## src/rtl/silife_ws2812_pkg.sv

```systemverilog
// -----------------------------------------------------------------------------
// silife_pkg
// Shared definitions for the SiLife WS2812 display stage:
//   - state_t      : driver FSM states
//   - GRB_W        : bits per WS2812 pixel (G7..G0 R7..R0 B7..B0)
//   - DEF_*        : default bit/latch timing in clk cycles
//   - max_int()    : helper used to size the shared timing counter
// -----------------------------------------------------------------------------
package silife_pkg;

   typedef enum logic [1:0] {
      ST_IDLE,
      ST_LOAD,
      ST_SEND,
      ST_LATCH
   } state_t;

   localparam int GRB_W     = 24;

   localparam int DEF_T0H   = 4;
   localparam int DEF_T1H   = 8;
   localparam int DEF_BIT   = 12;
   localparam int DEF_RESET = 600;

   function automatic int max_int(input int a, input int b);
      return (a > b) ? a : b;
   endfunction

endpackage

```

## src/rtl/silife_ws2812_if.sv

```systemverilog
// -----------------------------------------------------------------------------
// silife_ws2812_if
// Scan read-port handshake between a grid consumer and the SiLife grid.
//   row_select : row address driven by the consumer (registered in the consumer)
//   cells      : row contents returned combinationally by the grid, column 0 = MSB
// Modports:
//   master : the display driver (drives row_select, reads cells)
//   slave  : the grid scan port (reads row_select, drives cells)
// -----------------------------------------------------------------------------
interface silife_ws2812_if #(
   parameter int WIDTH  = 32,
   parameter int HEIGHT = 32
);
   logic [$clog2(HEIGHT)-1:0] row_select;
   logic [WIDTH-1:0]          cells;

   modport master (output row_select, input cells);
   modport slave  (input row_select, output cells);
endinterface

```

## src/rtl/silife_ws2812_bit.sv

```systemverilog
// -----------------------------------------------------------------------------
// silife_ws2812_bit
// WS2812 waveform generator. A start pulse launches either one data bit
// (high for T0H/T1H cycles, then low until BIT_CYCLES have elapsed) or a latch
// period (low for RESET_CYCLES). o_done is high during the last cycle of the
// period, so a start issued in that same cycle follows with no gap.
// Ports:
//   clk, reset  : clock, asynchronous active-low reset
//   i_start     : launch a new period (overrides one in progress)
//   i_latch     : with i_start, launch a latch period instead of a data bit
//   i_value     : with i_start, data bit value
//   o_done      : last cycle of the current period
//   o_data      : registered WS2812 data line
// -----------------------------------------------------------------------------
module silife_ws2812_bit
   import silife_pkg::*;
#(
   parameter int T0H_CYCLES   = DEF_T0H,
   parameter int T1H_CYCLES   = DEF_T1H,
   parameter int BIT_CYCLES   = DEF_BIT,
   parameter int RESET_CYCLES = DEF_RESET
) (
   input  logic clk,
   input  logic reset,
   input  logic i_start,
   input  logic i_latch,
   input  logic i_value,
   output logic o_done,
   output logic o_data
);

   localparam int CW = $clog2(max_int(BIT_CYCLES, RESET_CYCLES) + 1);

   logic [CW-1:0] r_cnt;
   logic [CW-1:0] r_last;
   logic [CW-1:0] r_high;
   logic          r_active;
   logic          r_data;

   assign o_done = r_active && (r_cnt == r_last);
   assign o_data = r_data;

   always_ff @(posedge clk or negedge reset) begin
      if (!reset) begin
         r_cnt    <= '0;
         r_last   <= '0;
         r_high   <= '0;
         r_active <= 1'b0;
         r_data   <= 1'b0;
      end else if (i_start) begin
         r_active <= 1'b1;
         r_cnt    <= '0;
         if (i_latch) begin
            r_last <= CW'(RESET_CYCLES - 1);
            r_high <= '0;
            r_data <= 1'b0;
         end else begin
            r_last <= CW'(BIT_CYCLES - 1);
            r_high <= i_value ? CW'(T1H_CYCLES) : CW'(T0H_CYCLES);
            r_data <= 1'b1;
         end
      end else if (r_active) begin
         if (o_done) begin
            r_active <= 1'b0;
            r_data   <= 1'b0;
         end else begin
            r_cnt  <= r_cnt + CW'(1);
            // r_cnt+1 is the index of the cycle being entered
            r_data <= (r_cnt + CW'(1)) < r_high;
         end
      end
   end

endmodule

```

## src/rtl/silife_ws2812.sv

```systemverilog
// -----------------------------------------------------------------------------
// silife_ws2812
// Scans the SiLife grid row by row and serialises every cell as a 24-bit GRB
// pixel on a WS2812 data line, followed by a strip latch period.
// Ports:
//   clk, reset       : clock, asynchronous active-low reset
//   i_enable         : driver enable; low aborts a frame into the latch period
//   i_frame          : frame request, sampled only while idle
//   i_serpentine     : reverse pixel order on odd rows
//   i_color_on/off   : GRB colours for live/dead cells (latched per frame)
//   scan             : grid scan port (row_select out, cells in)
//   o_data           : registered WS2812 data line
//   o_busy           : high from frame start through the end of the latch
// -----------------------------------------------------------------------------
module silife_ws2812
   import silife_pkg::*;
#(
   parameter int WIDTH        = 32,
   parameter int HEIGHT       = 32,
   parameter int T0H_CYCLES   = DEF_T0H,
   parameter int T1H_CYCLES   = DEF_T1H,
   parameter int BIT_CYCLES   = DEF_BIT,
   parameter int RESET_CYCLES = DEF_RESET
) (
   input  logic              clk,
   input  logic              reset,
   input  logic              i_enable,
   input  logic              i_frame,
   input  logic              i_serpentine,
   input  logic [GRB_W-1:0]  i_color_on,
   input  logic [GRB_W-1:0]  i_color_off,
   silife_ws2812_if.master   scan,
   output logic              o_data,
   output logic              o_busy
);

   localparam int PW = $clog2(WIDTH);
   localparam int RW = $clog2(HEIGHT);
   localparam logic [PW-1:0] LAST_PIX = PW'(WIDTH - 1);
   localparam logic [RW-1:0] LAST_ROW = RW'(HEIGHT - 1);
   localparam logic [4:0]    LAST_BIT = 5'(GRB_W - 1);

   state_t            r_state;
   logic [RW-1:0]     r_row;
   logic [PW-1:0]     r_pix;
   logic [4:0]        r_bit;
   logic [WIDTH-1:0]  r_row_bits;
   logic [GRB_W-1:0]  r_shift;
   logic [GRB_W-1:0]  r_on;
   logic [GRB_W-1:0]  r_off;
   logic              r_serp;
   logic              r_busy;

   logic              w_rev;
   logic [GRB_W-1:0]  w_load_color;
   logic [GRB_W-1:0]  w_next_color;
   logic              w_start;
   logic              w_latch;
   logic              w_value;
   logic              w_done;

   // Cell shown at pixel position pix; column 0 sits in the MSB of the row.
   function automatic logic cell_at(input logic [WIDTH-1:0] bits,
                                    input logic [PW-1:0]    pix,
                                    input logic             rev);
      logic [PW-1:0] col;
      col = rev ? (LAST_PIX - pix) : pix;
      return bits[LAST_PIX - col];
   endfunction

   assign w_rev           = r_serp && r_row[0];
   // LOAD takes pixel 0 straight from the grid so the first bit starts at once
   assign w_load_color    = cell_at(scan.cells, '0, w_rev) ? r_on : r_off;
   assign w_next_color    = cell_at(r_row_bits, r_pix + PW'(1), w_rev) ? r_on : r_off;
   assign scan.row_select = r_row;
   assign o_busy          = r_busy;

   // Launch decisions for the waveform generator, aligned with FSM transitions
   always_comb begin
      w_start = 1'b0;
      w_latch = 1'b0;
      w_value = 1'b0;
      case (r_state)
         ST_LOAD: begin
            w_start = 1'b1;
            if (!i_enable) w_latch = 1'b1;
            else           w_value = w_load_color[GRB_W-1];
         end
         ST_SEND: begin
            if (!i_enable) begin
               w_start = 1'b1;
               w_latch = 1'b1;
            end else if (w_done) begin
               if (r_bit != LAST_BIT) begin
                  w_start = 1'b1;
                  w_value = r_shift[GRB_W-2];
               end else if (r_pix != LAST_PIX) begin
                  w_start = 1'b1;
                  w_value = w_next_color[GRB_W-1];
               end else if (r_row == LAST_ROW) begin
                  w_start = 1'b1;
                  w_latch = 1'b1;
               end
            end
         end
         default: ;
      endcase
   end

   always_ff @(posedge clk or negedge reset) begin
      if (!reset) begin
         r_state    <= ST_IDLE;
         r_row      <= '0;
         r_pix      <= '0;
         r_bit      <= '0;
         r_row_bits <= '0;
         r_shift    <= '0;
         r_on       <= '0;
         r_off      <= '0;
         r_serp     <= 1'b0;
         r_busy     <= 1'b0;
      end else begin
         case (r_state)
            ST_IDLE: begin
               r_row <= '0;
               if (i_enable && i_frame) begin
                  r_on    <= i_color_on;
                  r_off   <= i_color_off;
                  r_serp  <= i_serpentine;
                  r_busy  <= 1'b1;
                  r_state <= ST_LOAD;
               end
            end
            ST_LOAD: begin
               if (!i_enable) begin
                  r_state <= ST_LATCH;
               end else begin
                  r_row_bits <= scan.cells;
                  r_shift    <= w_load_color;
                  r_pix      <= '0;
                  r_bit      <= '0;
                  r_state    <= ST_SEND;
               end
            end
            ST_SEND: begin
               if (!i_enable) begin
                  r_state <= ST_LATCH;
               end else if (w_done) begin
                  if (r_bit != LAST_BIT) begin
                     r_bit   <= r_bit + 5'd1;
                     r_shift <= {r_shift[GRB_W-2:0], 1'b0};
                  end else if (r_pix != LAST_PIX) begin
                     r_pix   <= r_pix + PW'(1);
                     r_bit   <= '0;
                     r_shift <= w_next_color;
                  end else if (r_row != LAST_ROW) begin
                     r_row   <= r_row + RW'(1);
                     r_state <= ST_LOAD;
                  end else begin
                     r_state <= ST_LATCH;
                  end
               end
            end
            ST_LATCH: begin
               if (w_done) begin
                  r_row   <= '0;
                  r_busy  <= 1'b0;
                  r_state <= ST_IDLE;
               end
            end
            default: r_state <= ST_IDLE;
         endcase
      end
   end

   silife_ws2812_bit #(
      .T0H_CYCLES   (T0H_CYCLES),
      .T1H_CYCLES   (T1H_CYCLES),
      .BIT_CYCLES   (BIT_CYCLES),
      .RESET_CYCLES (RESET_CYCLES)
   ) u_bit (
      .clk     (clk),
      .reset   (reset),
      .i_start (w_start),
      .i_latch (w_latch),
      .i_value (w_value),
      .o_done  (w_done),
      .o_data  (o_data)
   );

endmodule

```

## src/flat_wrapper.sv

```systemverilog
// flat-port wrapper written by rule: the top's interface ports become plain ports
module silife_ws2812_flat import silife_pkg::*;
#(
   parameter int WIDTH        = 32,
   parameter int HEIGHT       = 32,
   parameter int T0H_CYCLES   = DEF_T0H,
   parameter int T1H_CYCLES   = DEF_T1H,
   parameter int BIT_CYCLES   = DEF_BIT,
   parameter int RESET_CYCLES = DEF_RESET
)
  (clk, reset, i_enable, i_frame, i_serpentine, i_color_on, i_color_off, o_data, o_busy, scan_row_select, scan_cells);
  silife_ws2812_if #(.WIDTH(WIDTH), .HEIGHT(HEIGHT)) scan_i ();
  input  logic clk;
  input  logic reset;
  input  logic i_enable;
  input  logic i_frame;
  input  logic i_serpentine;
  input  logic [GRB_W-1:0] i_color_on;
  input  logic [GRB_W-1:0] i_color_off;
  output logic o_data;
  output logic o_busy;
  output wire logic [$bits(scan_i.row_select)-1:0] scan_row_select;
  input wire logic [$bits(scan_i.cells)-1:0] scan_cells;
  assign scan_row_select = scan_i.row_select;
  assign scan_i.cells = scan_cells;
  silife_ws2812 #(.WIDTH(WIDTH), .HEIGHT(HEIGHT), .T0H_CYCLES(T0H_CYCLES), .T1H_CYCLES(T1H_CYCLES), .BIT_CYCLES(BIT_CYCLES), .RESET_CYCLES(RESET_CYCLES)) u_core (.clk(clk), .reset(reset), .i_enable(i_enable), .i_frame(i_frame), .i_serpentine(i_serpentine), .i_color_on(i_color_on), .i_color_off(i_color_off), .scan(scan_i), .o_data(o_data), .o_busy(o_busy));
endmodule
```

## config.mk

```make
export PLATFORM = sky130hd
export DESIGN_NAME = silife_ws2812_flat
export DESIGN_NICKNAME = d
export VERILOG_FILES = /design/src/rtl/silife_ws2812_pkg.sv /design/src/rtl/silife_ws2812_if.sv /design/src/rtl/silife_ws2812_bit.sv /design/src/rtl/silife_ws2812.sv /design/src/flat_wrapper.sv
export SDC_FILE = /design/constraint.sdc
export NUM_CORES = 1
export LEC_CHECK = 0
export CAP_MARGIN = 10
export CORE_MARGIN = 2
export CORE_UTILIZATION = 50
export DETAILED_ROUTE_END_ITERATION = 10
export GPL_ROUTABILITY_DRIVEN = 0
export PLACE_DENSITY_LB_ADDON = 0.2
export SLEW_MARGIN = 15
export SYNTH_ARGS = -nofsm -noshare
export SYNTH_HDL_FRONTEND = slang
export SYNTH_HIERARCHICAL = 1
export SYNTH_SLANG_ARGS = --single-unit
```

## constraint.sdc

```tcl
create_clock -name clk -period 3.3 [get_ports clk]
set_input_delay 0.33 -clock clk [delete_from_list [all_inputs] [get_ports clk]]
set_output_delay 0.33 -clock clk [all_outputs]
set_load 0.05 [all_outputs]
```

Word level (Yosys, flattened, before mapping)
Index checks and enable logic that the tools add are counted.
{"block": "classes", "addsub": 7, "magnitude_cmp": 3, "n_eq_ne": 22, "n_mux": 75, "reduce_logical": 16}
{"operator": "23-bit two-way mux", "count": 5}
{"operator": "5-bit two-way mux", "count": 17}
{"operator": "24-bit two-way mux", "count": 2}
{"operator": "23-bit case mux with 2 select lines", "count": 1}
{"operator": "10-bit two-way mux", "count": 4}
{"operator": "1-bit two-way mux", "count": 27}
{"operator": "5-bit case mux with 2 select lines", "count": 2}
{"operator": "5-bit by 1-bit adder with 5-bit output (second input constant)", "count": 3}
{"operator": "5-bit inequality test (second input constant)", "count": 3}
{"operator": "5-bit case mux with 3 select lines", "count": 1}
{"operator": "5-bit subtractor (first input constant)", "count": 3}
{"operator": "2-bit two-way mux", "count": 7}
{"operator": "2-bit inequality test (second input constant)", "count": 7}
{"operator": "5-bit by 6-bit less-than comparator with 1-bit output (second input constant)", "count": 2}
{"operator": "10-bit by 1-bit adder with 10-bit output (second input constant)", "count": 1}
{"operator": "1-bit binary-select mux with 5-bit select", "count": 2}
{"operator": "10-bit equality test", "count": 1}
{"operator": "10-bit less-than comparator", "count": 1}
{"operator": "5-bit AND reduction", "count": 2}
{"operator": "3-bit inequality test (second input constant)", "count": 3}
{"operator": "4-bit two-way mux", "count": 2}
{"operator": "1-bit case mux with 2 select lines", "count": 4}
{"operator": "2-bit case mux with 4 select lines", "count": 1}
{"operator": "7-bit AND reduction", "count": 1}
{"operator": "other kinds (12)", "count": 21}
{"block": "word_totals", "register_bits": 154, "input_bits": 85, "out_inout_bits": 7}

Logic depth before layout (Yosys ltp)
{"block": "logic_depth", "depth_word": 14, "ltp_mapped": 12}

Modules after synthesis
Netlist, hierarchy kept.
{"module": "silife_ws2812", "instances": 1, "cells_per_inst": 558, "area_per_inst_um2": 6550.0}
{"module": "silife_ws2812_bit", "instances": 1, "cells_per_inst": 107, "area_per_inst_um2": 1052.3}

Least setup slack after synthesis
No wires, ideal clock.
{"block": "synth_timing", "path_type": "register -> register", "startpoint": "reg u_core.u_bit.r_cnt[2]", "endpoint": "reg u_core.u_bit.r_high[3]", "t_arrival_ps": 2582, "required_time_ps": 3164, "path_slack_ps": 581, "stages_incl_launch_ff": 12, "path_buffers": 3, "synth_period_minus_slack_ps": 2719, "path_cell_list": "dfrtp_1 > buf_6 > nor4_2 > o211ai_4 > nor3_1 > inv_1 > o21ai_0 > a21oi_1 > nor2b_1 > clkbuf_1 > clkbuf_1 > o21ai_0"}
{"element": "from (decl)", "line_no": "silife_ws2812_bit.sv:34", "text": "logic [CW-1:0] r_cnt;"}
{"element": "from (signal assigned)", "line_no": "silife_ws2812_bit.sv:67", "text": "r_cnt <= r_cnt + CW'(1);"}
{"element": "10-bit equality test", "line_no": "silife_ws2812_bit.sv:40", "text": "assign o_done = r_active && (r_cnt == r_last);"}
{"element": "1-bit logical AND", "line_no": "silife_ws2812_bit.sv:40"}
{"element": "net u_core.w_done", "line_no": "silife_ws2812.sv:60", "text": "logic w_done;"}
{"element": "1-bit two-way mux", "line_no": "silife_ws2812.sv:93", "text": "end else if (w_done) begin"}
{"element": "1-bit two-way mux", "line_no": "silife_ws2812.sv:90", "text": "if (!i_enable) begin"}
{"element": "1-bit case mux with 2 select lines", "line_no": "silife_ws2812.sv:83", "text": "case (r_state)"}
{"element": "net u_core.w_start", "line_no": "silife_ws2812.sv:57", "text": "logic w_start;"}
{"element": "to (signal assigned)", "line_no": "silife_ws2812_bit.sv:59", "text": "r_high <= i_value ? CW'(T1H_CYCLES) : CW'(T0H_CYCLES);"}
{"element": "to (decl)", "line_no": "silife_ws2812_bit.sv:36", "text": "logic [CW-1:0] r_high;"}
The timed path passes the listed nets, and every way through them passes these cells.
A chain may end at the register's enable or synchronous reset.

Worst setup path after layout
{"block": "layout_timing", "startpoint": "reg u_core.r_pix[0]", "endpoint": "reg u_core.u_bit.r_high[2]"}
{"block": "layout_via", "elab_chain_cells": 14}
{"element": "from (decl)", "line_no": "silife_ws2812.sv:45", "text": "logic [PW-1:0] r_pix;"}
{"element": "from (signal assigned)", "line_no": "silife_ws2812.sv:153", "text": "r_pix <= r_pix + PW'(1);"}
{"element": "5-bit by 1-bit adder with 5-bit output", "line_no": "silife_ws2812.sv:74", "text": "assign w_next_color = cell_at(r_row_bits, r_pix + PW'(1), w_rev) ? r_on : r_off;"}
{"element": "5-bit subtractor", "line_no": "silife_ws2812.sv:67", "text": "col = rev ? (LAST_PIX - pix) : pix;"}
{"element": "5-bit two-way mux", "line_no": "silife_ws2812.sv:67"}
{"element": "5-bit subtractor", "line_no": "silife_ws2812.sv:68", "text": "return bits[LAST_PIX - col];"}
{"element": "1-bit binary-select mux with 5-bit select", "line_no": "silife_ws2812.sv:68"}
{"element": "1-bit two-way mux (not written as such)", "line_no": "silife_ws2812.sv:68"}
{"element": "24-bit two-way mux", "line_no": "silife_ws2812.sv:74"}
{"element": "1-bit two-way mux *", "line_no": "silife_ws2812.sv:97", "text": "end else if (r_pix != LAST_PIX) begin"}
{"element": "1-bit two-way mux *", "line_no": "silife_ws2812.sv:94", "text": "if (r_bit != LAST_BIT) begin"}
{"element": "1-bit two-way mux *", "line_no": "silife_ws2812.sv:93"}
{"element": "1-bit two-way mux *", "line_no": "silife_ws2812.sv:90"}
{"element": "1-bit case mux with 2 select lines *", "line_no": "silife_ws2812.sv:83"}
{"element": "net u_core.w_value", "line_no": "silife_ws2812.sv:59", "text": "logic w_value;"}
{"element": "4-bit two-way mux *", "line_no": "silife_ws2812_bit.sv:59"}
{"element": "4-bit two-way mux *", "line_no": "silife_ws2812_bit.sv:53", "text": "if (i_latch) begin"}
The timed path passes the listed nets; every way through them passes the cells marked *. The select of a mux whose other input is x is not followed.

==> run_results.csv <==
group,metric,value,unit
worst_setup_path,reg2reg_depth,11,
timing,rsz0062_at_grt,"no",
timing,finalCritPeriodShare,0.915,
layout,final_core_util,0.611,
clocking,clock-root-buffer,"clkbuf_16",
layout,drive_gt1_frac,0.218,
layout,ff_latch_area,3480,µm²
placement,place_hpwl,11000,µm
detailed_routing,wl_met2,8160,µm
detailed_routing,first_pass_iters,5,
timing,clock_skew,0.00611,ns
grt,grt_antenna_before_repair,0,
clocking,clk_path_buf_depth,2,
pwr,clockPowerShare,0.247,
placement,io_buffers,91,
detailed_routing,drc,0,
timing,period_needed,3.02,ns
run_status,status,"complete, but fails checks",
grt,grt_first_pass_wirelength,28200,µm
timing,hold_violations,35,
yosys,synth_cells,665,
yosys,synth-edff-count,0,
clocking,htreeDepth,4,
pwr,peakVddDrop,0.430,mV
worst_setup_path,slowest_delay,0.38,ns
clocking,cts_tree,"built",
layout,nNetsFinal,844,
yosys,synth.top_cells.by_count,"139 x dfrtp_1, 101 x mux2_2, 44 x nor2_1",
yosys,netlist.area_leader.share,0.458,
pwr,swShare,0.343,
floorplan,ios,92,
layout,multi_input_area,3810,µm²
placement,place_inst,916,
detailed_routing,post_drt_via_cell_ratio,5.97,
timing,setup_viol,0,
worst_setup_path,worstSetupPathType,"flip-flop to flip-flop",
run_status,violations,"negative hold slack",
timing,tightest_slew,0.806,ns
yosys,synth_area_leaders,"dfrtp_1 46%, mux2_2 15%, mux2i_1 5.4%",
floorplan,die_area,16200,µm²
worst_setup_path,reg2reg_to,"u_core/u_bit/r_high[2]",
clocking,clkLatencyLatePin,0.42,ns
floorplan,start_util,0.506,
detailed_routing,antenna_left,0,
pwr,p_int,0.00511,W
layout,syn_to_final_growth,20.9,%
floorplan,core_area,15000,µm²
yosys,synth_area_per_cell,11.4,µm²
grt,grt_usage,0.219,
worst_setup_path,crit_buf_inv,0,
clocking,ctsResizeCount,0,
yosys,yosysWarningCount,6,
detailed_routing,wl_met1,7670,µm
clocking,numCtsBuffers,17,
clocking,clkSlewWorstSetupHoldPaths,0.06,ns
yosys,yosysSeqAreaShare,0.458,
pwr,seqPwrFrac,0.391,
pwr,p_sw,0.00267,W
timing,slew_violations,0,
detailed_routing,drt_iter0_markers,486,
floorplan,die_h,127,µm
pwr,p_per_area,848,nW/µm²
clocking,postCtsSetupBuffers,0,
grt,grt_max_degree,88,
clocking,clock_sinks,139,
floorplan,rows,45,
worst_setup_path,endpoint_kind,"flip-flop",
yosys,synthArstFlopShare,1.00,
floorplan,die_w,127,µm
worst_setup_path,slowest_stage,"dfrtp_1",
yosys,synth_cell_types,66,
yosys,yosys.area.top_type,"dfrtp_1",
detailed_routing,routedWlPerCell,17.8,µm
detailed_routing,vias,5642,
layout,stdcell_count,945,
yosys,ys.flop_type,"dfrtp_1",
yosys,synth-seq-cells,139,
worst_setup_path,critPathTopFamily,"multiplexers",
detailed_routing,wl_met3,699,µm
pwr,combinationalPowerShare,0.362,
grt,grt_pass1_vias,5743,
layout,diodes,0,
pwr,leakagePower,3.80,nW
timing,fin_tns_setup,0,ns
timing,fmax,331,MHz
clocking,ctsHoldBuffers,0,
worst_setup_path,r2r_slack,0.28,ns
flow_run,maxCapViolations,0,
detailed_routing,routed.top_layer,"met4",
timing,holdWs,-0.0156,ns
timing,maxSlewHeadroom,0.463,
worst_setup_path,r2r_start,"u_core/r_pix[0]",
worst_setup_path,worstPathCellList,"ha_1, and3_1, ha_1, a21o_1, mux2i_1, nand3_1, and4_4, mux2i_1, mux2i_1, nor2_1, mux2_2",
detailed_routing,drt_wl_total,16800,µm
worst_hold_path,hold_class,"input pin to async pin",
layout,fill_cells,1214,
worst_setup_path,cp-start-kind,"flip-flop",
worst_setup_path,path_common_cell,"mux2i_1",
yosys,yosysMostFrequentCell,"dfrtp_1",
yosys,synthesis.area,7600,µm²
grt,grt-ovfl-total,0,
worst_setup_path,worstPathMaxFanout,5,
worst_setup_path,crit_required,3.61,ns
yosys,synth.net_count,762,
worst_setup_path,critical_path_arrival,3.33,ns
==> power by group through the flow <==
stage	logic, W	registers (W)	clock network (W)
4_1_cts	0.00282	0.00303	0.00196
6_report	0.00282	0.00305	0.00192
3_3_place_gp	0.00269	0.00301	0
2_1_floorplan	0.00224	0.00287	0
5_1_grt	0.00312	0.00314	0.00203
3_5_place_dp	0.00279	0.00305	0
==> final cells by class <==
cell class,instances,share of cell area
multi-input combinational,474,0.415
sequential,139,0.379
timing repair buffer,106,0.113
clock buffer,19,0.0482
tap,188,0.0256
clock inverter,10,0.0158
inverter,9,0.00368
==> worst max-delay path by stage <==
stage	slack, ns	start	end	cells after the start
after floorplan	0.58	u_core/u_bit/r_cnt[2]	u_core/u_bit/r_high[3]	11
after global placement	0.33	u_core/r_pix[1]	u_core/u_bit/r_high[2]	11
after detailed placement	0.35	u_core/r_pix[1]	u_core/u_bit/r_high[2]	11
after CTS	0.31	u_core/r_pix[0]	u_core/u_bit/r_high[2]	11
after global routing	0.1	u_core/u_bit/r_cnt[6]	u_core/u_bit/r_cnt[4]	11
final	0.28	u_core/r_pix[0]	u_core/u_bit/r_high[2]	11
==> flip-flops by register name (all words and copies together), names as in the netlist, 3 cells and up <==
register and flops:
u_core/r_off 24, u_core/r_bit 5, u_core/r_row_bits 32, u_core/scan.row_select 5, u_core/u_bit/r_cnt 10, u_core/r_shift 23
u_core/u_bit/r_last 3, u_core/r_on 24, u_core/r_pix 5
==> metal layers <==
layer  vias to the layer above  GRT usage
li1                       2647          -
met1                      2815      0.288
met2                       153      0.356
met3                        27     0.0473
met4                         0     0.0853
met5                         -          0
==> placed cells by master, fill, tap and decap left out, types with 10 or more instances in the layout <==
cell	synthesis	layout
nand2_1	25	25
clkbuf_16	0	17
dfrtp_1	139	139
a21oi_1	29	29
clkdlybuf4s50_1	0	90
nand3_1	21	20
ha_1	12	12
mux2_2	101	101
a22oi_1	39	39
mux2i_1	41	41
xor2_1	10	10
a221o_1	22	22
o21ai_0	24	24
buf_4	5	14
nor2_1	44	44
==> logic make-up after synthesis <==
group / count (synthesis) / synth area share
AO/OA/AOI/OAI: 153 / 0.150
AND/OR/NAND/NOR: 142 / 0.0943
XOR/XNOR: 19 / 0.0229
buffers and inverters: 52 / 0.0425
adder cells (fa/ha/maj): 12 / 0.0197
multiplexers: 148 / 0.213
flip-flops: 139 / 0.458
==> through the flow <==
stage	cell area (µm²)	setup slack, ns	total power (W)	hold slack, ns
after floorplan	7600	0.581	0.00511	0.0344
after global placement	8600	0.335	0.00569	0.445
after detailed placement	8600	0.353	0.00584	0.463
after CTS	9190	0.310	0.00782	0.00522
after global routing	9190	0.0979	0.00830	0.0493
final	9190	0.282	0.00779	-0.0156
No activity file was read; power rests on OpenSTA's default activity.
